--- src/rtl/prog_seq_loader.sv ---
// Program loader and instruction sequencer: captures pin-strobed words into a flop store,
// then streams them over valid/ready. Define PROG_SEQ_LOOP_EN to wrap instead of one-shot.
module prog_seq_loader #(
  parameter int unsigned INSTR_W = 5,
  parameter int unsigned DEPTH   = 16,
  parameter int unsigned ADDR_W  = $clog2(DEPTH)
) (
  input  logic               clk,
  input  logic               clear,
  input  logic               enable,
  input  logic [INSTR_W-1:0] instruc,
  input  logic               run_req,
  input  logic               stop,
  output logic [INSTR_W-1:0] instr_out,
  output logic               instr_valid,
  input  logic               instr_ready,
  output logic [ADDR_W:0]    load_count,
  output logic               full,
  output logic               overflow,
  output logic               running
);

  typedef enum logic [0:0] {StLoad, StRun} state_e;

  state_e              state_q, state_d;
  logic [ADDR_W-1:0]   pc_q, pc_d;
  logic [ADDR_W:0]     count_q, count_d;
  logic                ovf_q, ovf_d;
  logic                mem_we;
  logic [INSTR_W-1:0]  mem [DEPTH];

  // enable_meta/enable_sync form the synchroniser; s2/s3 feed the rising-edge detector.
  logic enable_meta_q, enable_sync_q, s2_q, s3_q;
  logic wr_pulse;
  logic pc_last;

  always_ff @(posedge clk or negedge clear) begin
    if (!clear) begin
      enable_meta_q <= 1'b0;
      enable_sync_q <= 1'b0;
      s2_q          <= 1'b0;
      s3_q          <= 1'b0;
    end else begin
      enable_meta_q <= enable;
      enable_sync_q <= enable_meta_q;
      s2_q          <= enable_sync_q;
      s3_q          <= s2_q;
    end
  end

  assign wr_pulse = s2_q & ~s3_q;
  assign full     = (count_q == (ADDR_W+1)'(DEPTH));
  assign pc_last  = ({1'b0, pc_q} == (count_q - (ADDR_W+1)'(1)));

  always_comb begin
    state_d = state_q;
    pc_d    = pc_q;
    count_d = count_q;
    ovf_d   = ovf_q;
    mem_we  = 1'b0;
    unique case (state_q)
      StLoad: begin
        if (wr_pulse) begin
          if (!full) begin
            mem_we  = 1'b1;
            count_d = count_q + (ADDR_W+1)'(1);
          end else begin
            ovf_d = 1'b1;
          end
        end
        // A write landing in the same cycle counts toward the non-empty check.
        if (run_req && (count_d != '0)) begin
          state_d = StRun;
        end
      end
      StRun: begin
        if (stop) begin
          state_d = StLoad;
          pc_d    = '0;
        end else if (instr_ready) begin
          if (pc_last) begin
`ifdef PROG_SEQ_LOOP_EN
            pc_d = '0;
`else
            state_d = StLoad;
            pc_d    = '0;
`endif
          end else begin
            pc_d = pc_q + ADDR_W'(1);
          end
        end
      end
      default: begin
        state_d = StLoad;
        pc_d    = '0;
      end
    endcase
  end

  always_ff @(posedge clk or negedge clear) begin
    if (!clear) begin
      state_q <= StLoad;
      pc_q    <= '0;
      count_q <= '0;
      ovf_q   <= 1'b0;
    end else begin
      state_q <= state_d;
      pc_q    <= pc_d;
      count_q <= count_d;
      ovf_q   <= ovf_d;
    end
  end

  // Program store is deliberately left unreset.
  always_ff @(posedge clk) begin
    if (mem_we) begin
      mem[count_q[ADDR_W-1:0]] <= instruc;
    end
  end

  assign running     = (state_q == StRun);
  assign instr_valid = running;
  assign instr_out   = running ? mem[pc_q] : '0;
  assign load_count  = count_q;
  assign overflow    = ovf_q;

endmodule

--- config.mk ---
export PLATFORM = sky130hd
export DESIGN_NAME = prog_seq_loader
export DESIGN_NICKNAME = d
export VERILOG_FILES = /design/src/rtl/prog_seq_loader.sv
export SDC_FILE = /design/constraint.sdc
export NUM_CORES = 1
export LEC_CHECK = 0
export CAP_MARGIN = 20
export CELL_PAD_IN_SITES_DETAIL_PLACEMENT = 0
export CELL_PAD_IN_SITES_GLOBAL_PLACEMENT = 1
export CORE_UTILIZATION = 25
export DETAILED_ROUTE_END_ITERATION = 7
export PLACE_DENSITY_LB_ADDON = 0.12
export SYNTH_ARGS = -nofsm -noshare
export SYNTH_HDL_FRONTEND = slang
export SYNTH_SLANG_ARGS = --single-unit
--- constraint.sdc ---
create_clock -name clk -period 2.7 [get_ports clk]
set_clock_uncertainty 0.2 [all_clocks]
set_input_delay 0.27 -clock clk [delete_from_list [all_inputs] [get_ports clk]]
set_output_delay 0.27 -clock clk [all_outputs]
set_load 0.01 [all_outputs]
==> Word level (Yosys, flattened, before mapping) <==
Memories as Yosys holds them, arrays and structs flattened.
Index checks and enable logic that the tools add are counted.
{ "classes": {"add_sub_neg": 3, "n_eq_ne": 2, "mux": 17, "bitwise_logic": 3, "n_reduce_logical": 5} }
{ "op_table": {"columns": ["cell", "count"], "rows": [
  ["2-to-1 mux 5 bit", 4],
  ["2-to-1 mux 4 bit", 3],
  ["2-to-1 mux 1 bit", 9],
  ["adder 5 x 1 -> 5 bit (second input constant)", 1],
  ["== test 4 x 5 -> 1 bit", 1],
  ["== test 5 bit (second input constant)", 1],
  ["nonzero test 5 bit", 1],
  ["subtractor 5 x 1 -> 5 bit (second input constant)", 1],
  ["adder 4 x 1 -> 4 bit (second input constant)", 1],
  ["AND reduction 3 bit", 1],
  ["NOT 1 bit", 2],
  ["case mux 1 bit (2 select lines)", 1],
  ["AND reduction 2 bit", 1],
  ["nonzero test 2 bit", 1],
  ["AND 1 bit", 1],
  ["logical AND 1 bit", 1]
]} }
{ "totals": {"regBits": 15, "ramBits": 80, "inputBits": 11, "output_inout_bits": 14, "wordCells": 39, "memories": 1} }
{ "mem_list": {"columns": ["memory", "words", "word_bits", "read_ports", "rd_ports_with_merged_regs", "wr", "line_no", "text"], "rows": [
  ["mem", 16, 5, 1, 0, 1, "30", "logic [INSTR_W-1:0] mem [DEPTH];"]
]} }

==> Depth between registers and ports, before layout <==
Gate-level depths: netlist of the first run.
{ "depth": {"ltp_word": 8, "depth_mapped": 7, "mapped_depth_nobuf": 7} }

==> Worst setup path before layout of the first run <==
OpenSTA, ideal clock, no wires.
{ "synth_path": {"kind": "flip-flop to flip-flop", "from": "reg count_q[0], in the netlist load_count[0]", "to": "mem mem[0][0], enable pin", "setup_ns": 0.263, "arrival_time_ns": 2.090, "required_time_ns": 2.237, "path_slack_ns": 0.147, "path_stages_with_launch": 6, "n_path_buf": 0, "synth_period_minus_slack_ns": 2.553, "path_cell_list": "dfrtp_1 > inv_1 > ha_1 > nor4bb_1 > nor3_1 > and3_1"} }
{ "synth_between": {"elab_chain_len": 6} }
{ "synth_rtl": {"columns": ["element", "line_no", "text"], "rows": [
  ["start, declared", "27", "logic [ADDR_W:0] count_q, count_d;"],
  ["start signal, assigned", "109", "count_q <= count_d;"],
  ["== test 5 bit", "52", "assign full = (count_q == (ADDR_W+1)'(DEPTH));"],
  ["via full", "18", "output logic full,"],
  ["2-to-1 mux 1 bit", "64", "if (!full) begin"],
  ["2-to-1 mux 1 bit", "63", "if (wr_pulse) begin"],
  ["2-to-1 mux 1 bit", "61", "unique case (state_q)"],
  ["2-to-1 mux 1 bit", "116", "if (mem_we) begin"],
  ["2-to-1 mux 1 bit (implied by the code)", "117", "mem[count_q[ADDR_W-1:0]] <= instruc;"],
  ["end, declared", "30", null]
]} }
The timed path passes the listed nets, and every way through them passes these cells.

==> Final worst setup path of the first run <==
{ "layout_path": {"from": "reg pc_q[0]", "to": "out instr_out[4]"} }
{ "layout_between": {"elab_chain_len": 2} }
{ "layout_rtl": {"columns": ["element", "line_no", "text"], "rows": [
  ["start, declared", "26", "logic [ADDR_W-1:0] pc_q, pc_d;"],
  ["start signal, assigned", "108", "pc_q <= pc_d;"],
  ["memory (16 x 5 bit)", null, null],
  ["2-to-1 mux 5 bit", "123", "assign instr_out = running ? mem[pc_q] : '0;"],
  ["end, declared", "14", "output logic [INSTR_W-1:0] instr_out,"]
]} }
Every way passes these cells.

==> summary.md, run 1 <==
| Metric | Value |
|---|---|
| Worst path max stage delay | around 0.52 ns |
| Syn Nets | 241 |
| Post-synthesis register bit count | 95 |
| Critical path endpoint category | output pin |
| Synth cell types | 39 |
| N_diodes | 0 |
| Crit path buf inv count | 3 |
| Die Ht | around 130 um |
| Maximum fanout along the worst path | 5 |
| Cts hold-fix bufs | 0 |
| Full die area | ~17,000 um^2 |
| Leakage power | around 1.7 nW |
| Final Hold Fails | 0 |
| Worst EP arrival | 2.32 ns |
| Post-synthesis sequential area ratio | 68.4% |
| Area after DPL | 4660 um^2 |
| Synth area leaders | edfxtp_1 59%, dfrtp_1 9.2%, mux4_1 7.8% |
| Worst-Margin Slew | 0.755 ns |
| Die width | about 130 um |
| Tmin final | 2.79 ns |
| EDFF count, synth | 80 |
| Root Buffer | clkbuf_16 |
| Total power | ~4.8 mW |
| Core area | 15,900 um^2 |
| Synth area leader | edfxtp_1 |
| Max-slew violations | 0 |
| Hold Path Class | reg2reg |
| Syn_area_per_cell | 18.0 um^2 |
| Synthesized instance count | 225 |
| Final worst-path cycle share | 103% |
| Final setup fails | 5 |
| Port Buffer Count | 24 |
| Global route total overflow | 0 |
| TritonCTS clock tree | done |
| Post-route cell area | 5030 um^2 |
| Iter 0 DRT Violations | approximately 80 |
| Routed Antenna Nets | 0 |
| Initial antenna violation count | 0 |
| Yosys warns | 0 |
| Critical path's top delay family | multiplexers |
| Setup TNS | -0.281 ns |
| Vias per cell | 4.18 |
| Clock buffer depth | 2 |
| Vias in the first global route | approximately 2,200 |
| Largest net degree at the start of global routing | 25 |
| Slew HR | approximately half |
| Failing checks | setup timing |
| Wire per inst | 18.6 um |
| Area share of the largest cell type after synthesis | 59.2% |
| RSZ-0062 raised after global routing | yes |
| Commonest non-fill, non-tap cell in the layout | edfxtp_1 |
| Starting density of the core | 25.6% |
| Critical path class | reg2out |
| GR Util All Layers | 12.2% |
| Pre-CTS WS | -0.114 ns |
| Cell mode on critical path | mux4_2 |
| Clk slew on worst S/H paths | 0.06 ns |
| Routed vias | ~2,000 |
| Status | finished with violations |
| IO Count | 25 |
| Max Cap Viol | 0 |
| NumNets Final | 281 |
| Synth async-reset ratio | 15.8% |
| Final Wtd Congestion | 0.697 |
| Hold Slack | 0.149 ns |
| Clock Latency Late Sink | ~0.35 ns |
| Worst VDD drop | roughly 0.26 mV |
| Total CTS buffers | 9 |
| Pre-antenna DRT Iters | 6 |
| Worst Setup Start Kind | register |
| Row cnt | 46 |
| F_max | 0.359 GHz |
| Critical Path RT | roughly 2.2 ns |
| Most frequent cells in the layout | 80 x edfxtp_1, 20 x mux4_2, 19 x clkdlybuf4s50_1, 14 x dfrtp_1, 12 x and3_1 |
| H-tree depth | 3 |
| Detailed Route WL | 9040 um |
| DRC Markers | 0 |
| First-pass GRT wire length | 14,000 um |
| Synth Flop Type | edfxtp_1 |
| CTS sink count | 95 |
| Slowest stage cell, crit path | mux4_2 |
| Share of layout cells above drive strength 1 | 24.1% |
| Pwr Density | 957 nW/um^2 |
| Crit path cell chain | buf_12 -> buf_16 -> mux4_2 -> mux4_2 -> and2_1 -> buf_2 |
| Area growth syn-to-layout | 24.0% |
| HPWL Detailed | ~6000 um |
| Cell area after synthesis | 4060 um^2 |
| Worst Slack Setup Final | -0.0894 ns |
## report_power, final
part           internal [mW]  leakage, nW  switching (mW)
clock                  0.735        0.151           0.580
sequential              1.70        0.908           0.120
combinational          0.903        0.681           0.777
total                   3.34         1.74            1.48
## cells in the mapped netlist, types with 2 or more instances
cell      count
xor2_1        6
nand2_1       7
a21oi_1       5
nor3_1        3
or3_1         2
and2_1        9
nand3_1       3
o21ai_0       6
xnor2_1       6
clkbuf_1      6
buf_2         3
edfxtp_1     80
ha_1          5
dfrtp_1      15
buf_6         2
inv_1         6
and3_1       12
mux4_2       13
nor2_1        5
mux4_1       12
## metal layers
metal,global-route usage (%),vias to the layer above,routed length (um)
li1,-,966,-
met1,16.6,1039,4360
met2,18.8,16,4380
met3,2.97,10,179
met4,4.51,0,119
met5,0,-,0
## worst paths after layout
kind | startpoint | depth (start not counted) | slack (ns) | endpoint
hold reg to reg | enable_sync_q | 0 | 0.15 | s2_q
min in group asynchronous | clear | 1 | 0.17 | overflow
hold / removal | enable_sync_q | 0 | 0.15 | s2_q
setup reg to reg | load_count[0] | 7 | 0.49 | pc_q[0]
max in group asynchronous | clear | 1 | 1.61 | pc_q[0]
setup / recovery | pc_q[0] | 6 | -0.09 | instr_out[4]
## flip-flops by register name, indices dropped and copies added, names as in the netlist
signal,flops
enable_meta_q,1
enable_sync_q,1
instr_valid,1
load_count,5
mem,80
overflow,1
pc_q,4
s2_q,1
s3_q,1
## through the flow
| stage | instances | util, % |
|---|---|---|
| after floorplan | 225 | - |
| after global placement | 467 | 29.4 |
| after detailed placement | 467 | 29.4 |
| after CTS | 487 | 31.7 |
| after global routing | 486 | 31.7 |
| final | 486 | 31.7 |
## timing repair
action | CTS | global route
cloned | 2 | 0
pin swaps | 2 | 3
gates resized for setup | 32 | 7
buffers inserted | 2 | 0
endpoints found under the setup margin | 6 | 6
## cells by family (layout without fill, tap and decap cells)
group	after synthesis	in the layout	synth area share, %
AO/OA/AOI/OAI	19	19	2.87
XOR/XNOR	12	12	2.59
adder cells (fa/ha/maj)	5	5	1.54
buffers and inverters	20	65	2.71
flip-flops	95	95	68.4
multiplexers	25	25	15.0
AND/OR/NAND/NOR	49	49	6.87
## worst register-to-register path: stages (launching register included)
cell	delay, ns
dfrtp_1	0.38
inv_1	0.18
ha_4	0.22
nand3b_1	0.12
a21oi_1	0.07
o311a_1	0.39
or3_1	0.40
o21ai_0	0.16
## final cells by class
class / count / area [um^2]
Tap cell: 216 / 270
Clock inverter: 6 / 75.1
Sequential cell: 95 / 2780
Timing Repair Buffer: 43 / 484
Fill cell: 1601 / 10900
Inverter: 6 / 22.5
Multi-Input combinational cell: 110 / 1170
Clock buffer: 10 / 229
Note: power is estimated with default switching activity, not from simulation.
==> inputs of run 2 (changes only) <==
Settings changed: SKIP_CTS_REPAIR_TIMING set to 1.
==> summary.md, run 2 (synthesis gave the netlist of run 1 again) <==
| Metric | Value |
|---|---|
| First-pass GRT wire length | 13,400 um (-4.1%) |
| Min-delay src | enable_sync_q |
| Pre-CTS WS | -0.114 ns (unchanged) |
| Worst Slack Setup Final | -0.254 ns (-0.165 ns) |
| Final worst-path cycle share | 109% (+6.1 points) |
| Final cell count without fillers | 499 (+2.7%) |
| Area after DPL | 4660 um^2 (unchanged) |
| RR Startpoint | load_count[0] |
| Hold Path Sink | s2_q |
| Status | finished with violations |
| NumNets Final | 294 (+4.6%) |
| Pre-antenna DRT Iters | 4 (-2) |
| Global route total overflow | 0 (unchanged) |
| Pwr Density | 962 nW/um^2 (+0.57%) |
| Most frequent cells in the layout | 80 x edfxtp_1, 21 x buf_4, 19 x mux4_2, 19 x clkdlybuf4s50_1, 14 x dfrtp_1 |
| Largest net degree at the start of global routing | 25 (unchanged) |
| Worst Setup Start Kind | register |
| CTS sink count | 95 (unchanged) |
| Hold Slack | 0.149 ns (-0.0000750 ns) |
| Total CTS buffers | 9 (unchanged) |
| Critical path endpoint category | output pin |
| Final Wtd Congestion | 0.697 (unchanged) |
| Routed Antenna Nets | 0 (unchanged) |
| Leakage power | 1.81 nW (+4.3%) |
| Clock buffer depth | 2 (unchanged) |
| Full die area | 16,700 um^2 (unchanged) |
| Detailed Route WL | 9180 um (+1.6%) |
| Setup TNS | -0.918 ns (-0.637 ns) |
| GR Util All Layers | 11.7% (-0.47 points) |
| Worst EP arrival | 2.48 ns (+0.16 ns) |
| IO Count | 25 (unchanged) |
| Failing checks | setup timing |
| Root Buffer | clkbuf_16 |
| Row cnt | 46 (unchanged) |
| Clock Latency Late Sink | 0.35 ns (about the same) |
| Final Hold Fails | 0 (unchanged) |
| Final setup fails | 5 (unchanged) |
| Hold depth | 0 (unchanged) |
| TritonCTS clock tree | done |
| Die Ht | 129 um (unchanged) |
| Vias in the first global route | 2,118 (-2.3%) |
| Die width | 129 um (unchanged) |
| Core Util, Final | 32.4% (+0.69 points) |
| Placed Cells | 467 (unchanged) |
| Vias per cell | 4.23 (+1.2%) |
| Share of layout cells above drive strength 1 | 27.6% (+3.5 points) |
| Initial antenna violation count | 0 (unchanged) |
| R2r setup slk | 0.49 ns (about the same) |
| Max Cap Viol | 0 (unchanged) |
| Tmin final | 2.95 ns (+0.165 ns) |
| Total power | 4.95 mW (+2.8%) |
| HPWL Detailed | 5950 um (unchanged) |
| Starting density of the core | 25.6% (unchanged) |
| Max-slew violations | 0 (unchanged) |
| Clk slew on worst S/H paths | 0.06 ns (about the same) |
| FF-to-FF End | pc_q[1] |
| Maximum fanout along the worst path | 5 (unchanged) |
| F_max | 0.339 GHz (-5.6%) |
| Commonest non-fill, non-tap cell in the layout | edfxtp_1 |
| R2R cell count | 7 (unchanged) |
| Area growth syn-to-layout | 26.6% |
| Worst VDD drop | 0.260 mV (about the same) |
| DRC Markers | 0 (unchanged) |
| Worst-Margin Slew | 0.758 ns (+0.00290 ns) |
| Core area | 15,900 um^2 (unchanged) |
| N_diodes | 0 (unchanged) |
| Iter 0 DRT Violations | 96 (+19%) |
| Post-route cell area | 5140 um^2 (+2.2%) |
| RSZ-0062 raised after global routing | yes |
| Critical Path RT | 2.23 ns (about the same) |
| Wire per inst | 18.4 um (-1.0%) |
| Hold Path Class | reg2reg |
| Slew HR | 49.3% (-0.19 points) |
| Port Buffer Count | 24 (unchanged) |
| Routed vias | 2,110 (+3.9%) |
| H-tree depth | 3 (unchanged) |
| Number of flip-flops in the largest register | 80 (unchanged) |
| Critical path class | reg2out |
## run 2: cell type report
type	instances	area, um^2
Sequential cell	95	2780
Clock inverter	6	75.1
Inverter	6	22.5
Timing Repair Buffer	56	587
Tap cell	216	270
Clock buffer	10	229
Fill cell	1590	10700
Multi-Input combinational cell	110	1180
## run 2: routing by layer
metal	share of wire (%)	vias to the layer above	routed length (um)	GRT usage, %
met5	0	-	0	0
met4	1.2	0	108	4.51
met3	2.7	7	245	2.97
met2	50	25	4560	18.4
met1	47	1083	4270	15.5
li1	-	995	-	-
## run 2: worst max-delay path: stages (launching register included)
cell and delay, ns:
dfrtp_2 0.49, clkbuf_16 0.19, buf_6 0.10, buf_6 0.08, mux4_2 0.51, mux4_2 0.49, and2_1 0.15, buf_2 0.13
## run 2: report_power, final
part | internal, mW | total, mW | switching (mW)
sequential | 1.70 | 1.83 | 0.130
combinational | 1.01 | 1.81 | 0.801
clock | 0.735 | 1.31 | 0.577
total | 3.44 | 4.95 | 1.51
## run 2: how the worst max path moves through the flow
| stage | start | to | slack (ns) | depth (start not counted) |
|---|---|---|---|---|
| final | pc_q[0] | instr_out[4] | -0.25 | 7 |
| after global routing | pc_q[0] | instr_out[4] | -0.33 | 7 |
| after floorplan | load_count[0] | mem[0][0] | 0.15 | 5 |
| after CTS | pc_q[0] | instr_out[1] | -0.49 | 5 |
| after global placement | pc_q[0] | instr_out[1] | -0.11 | 5 |
| after detailed placement | pc_q[0] | instr_out[4] | -0.11 | 5 |
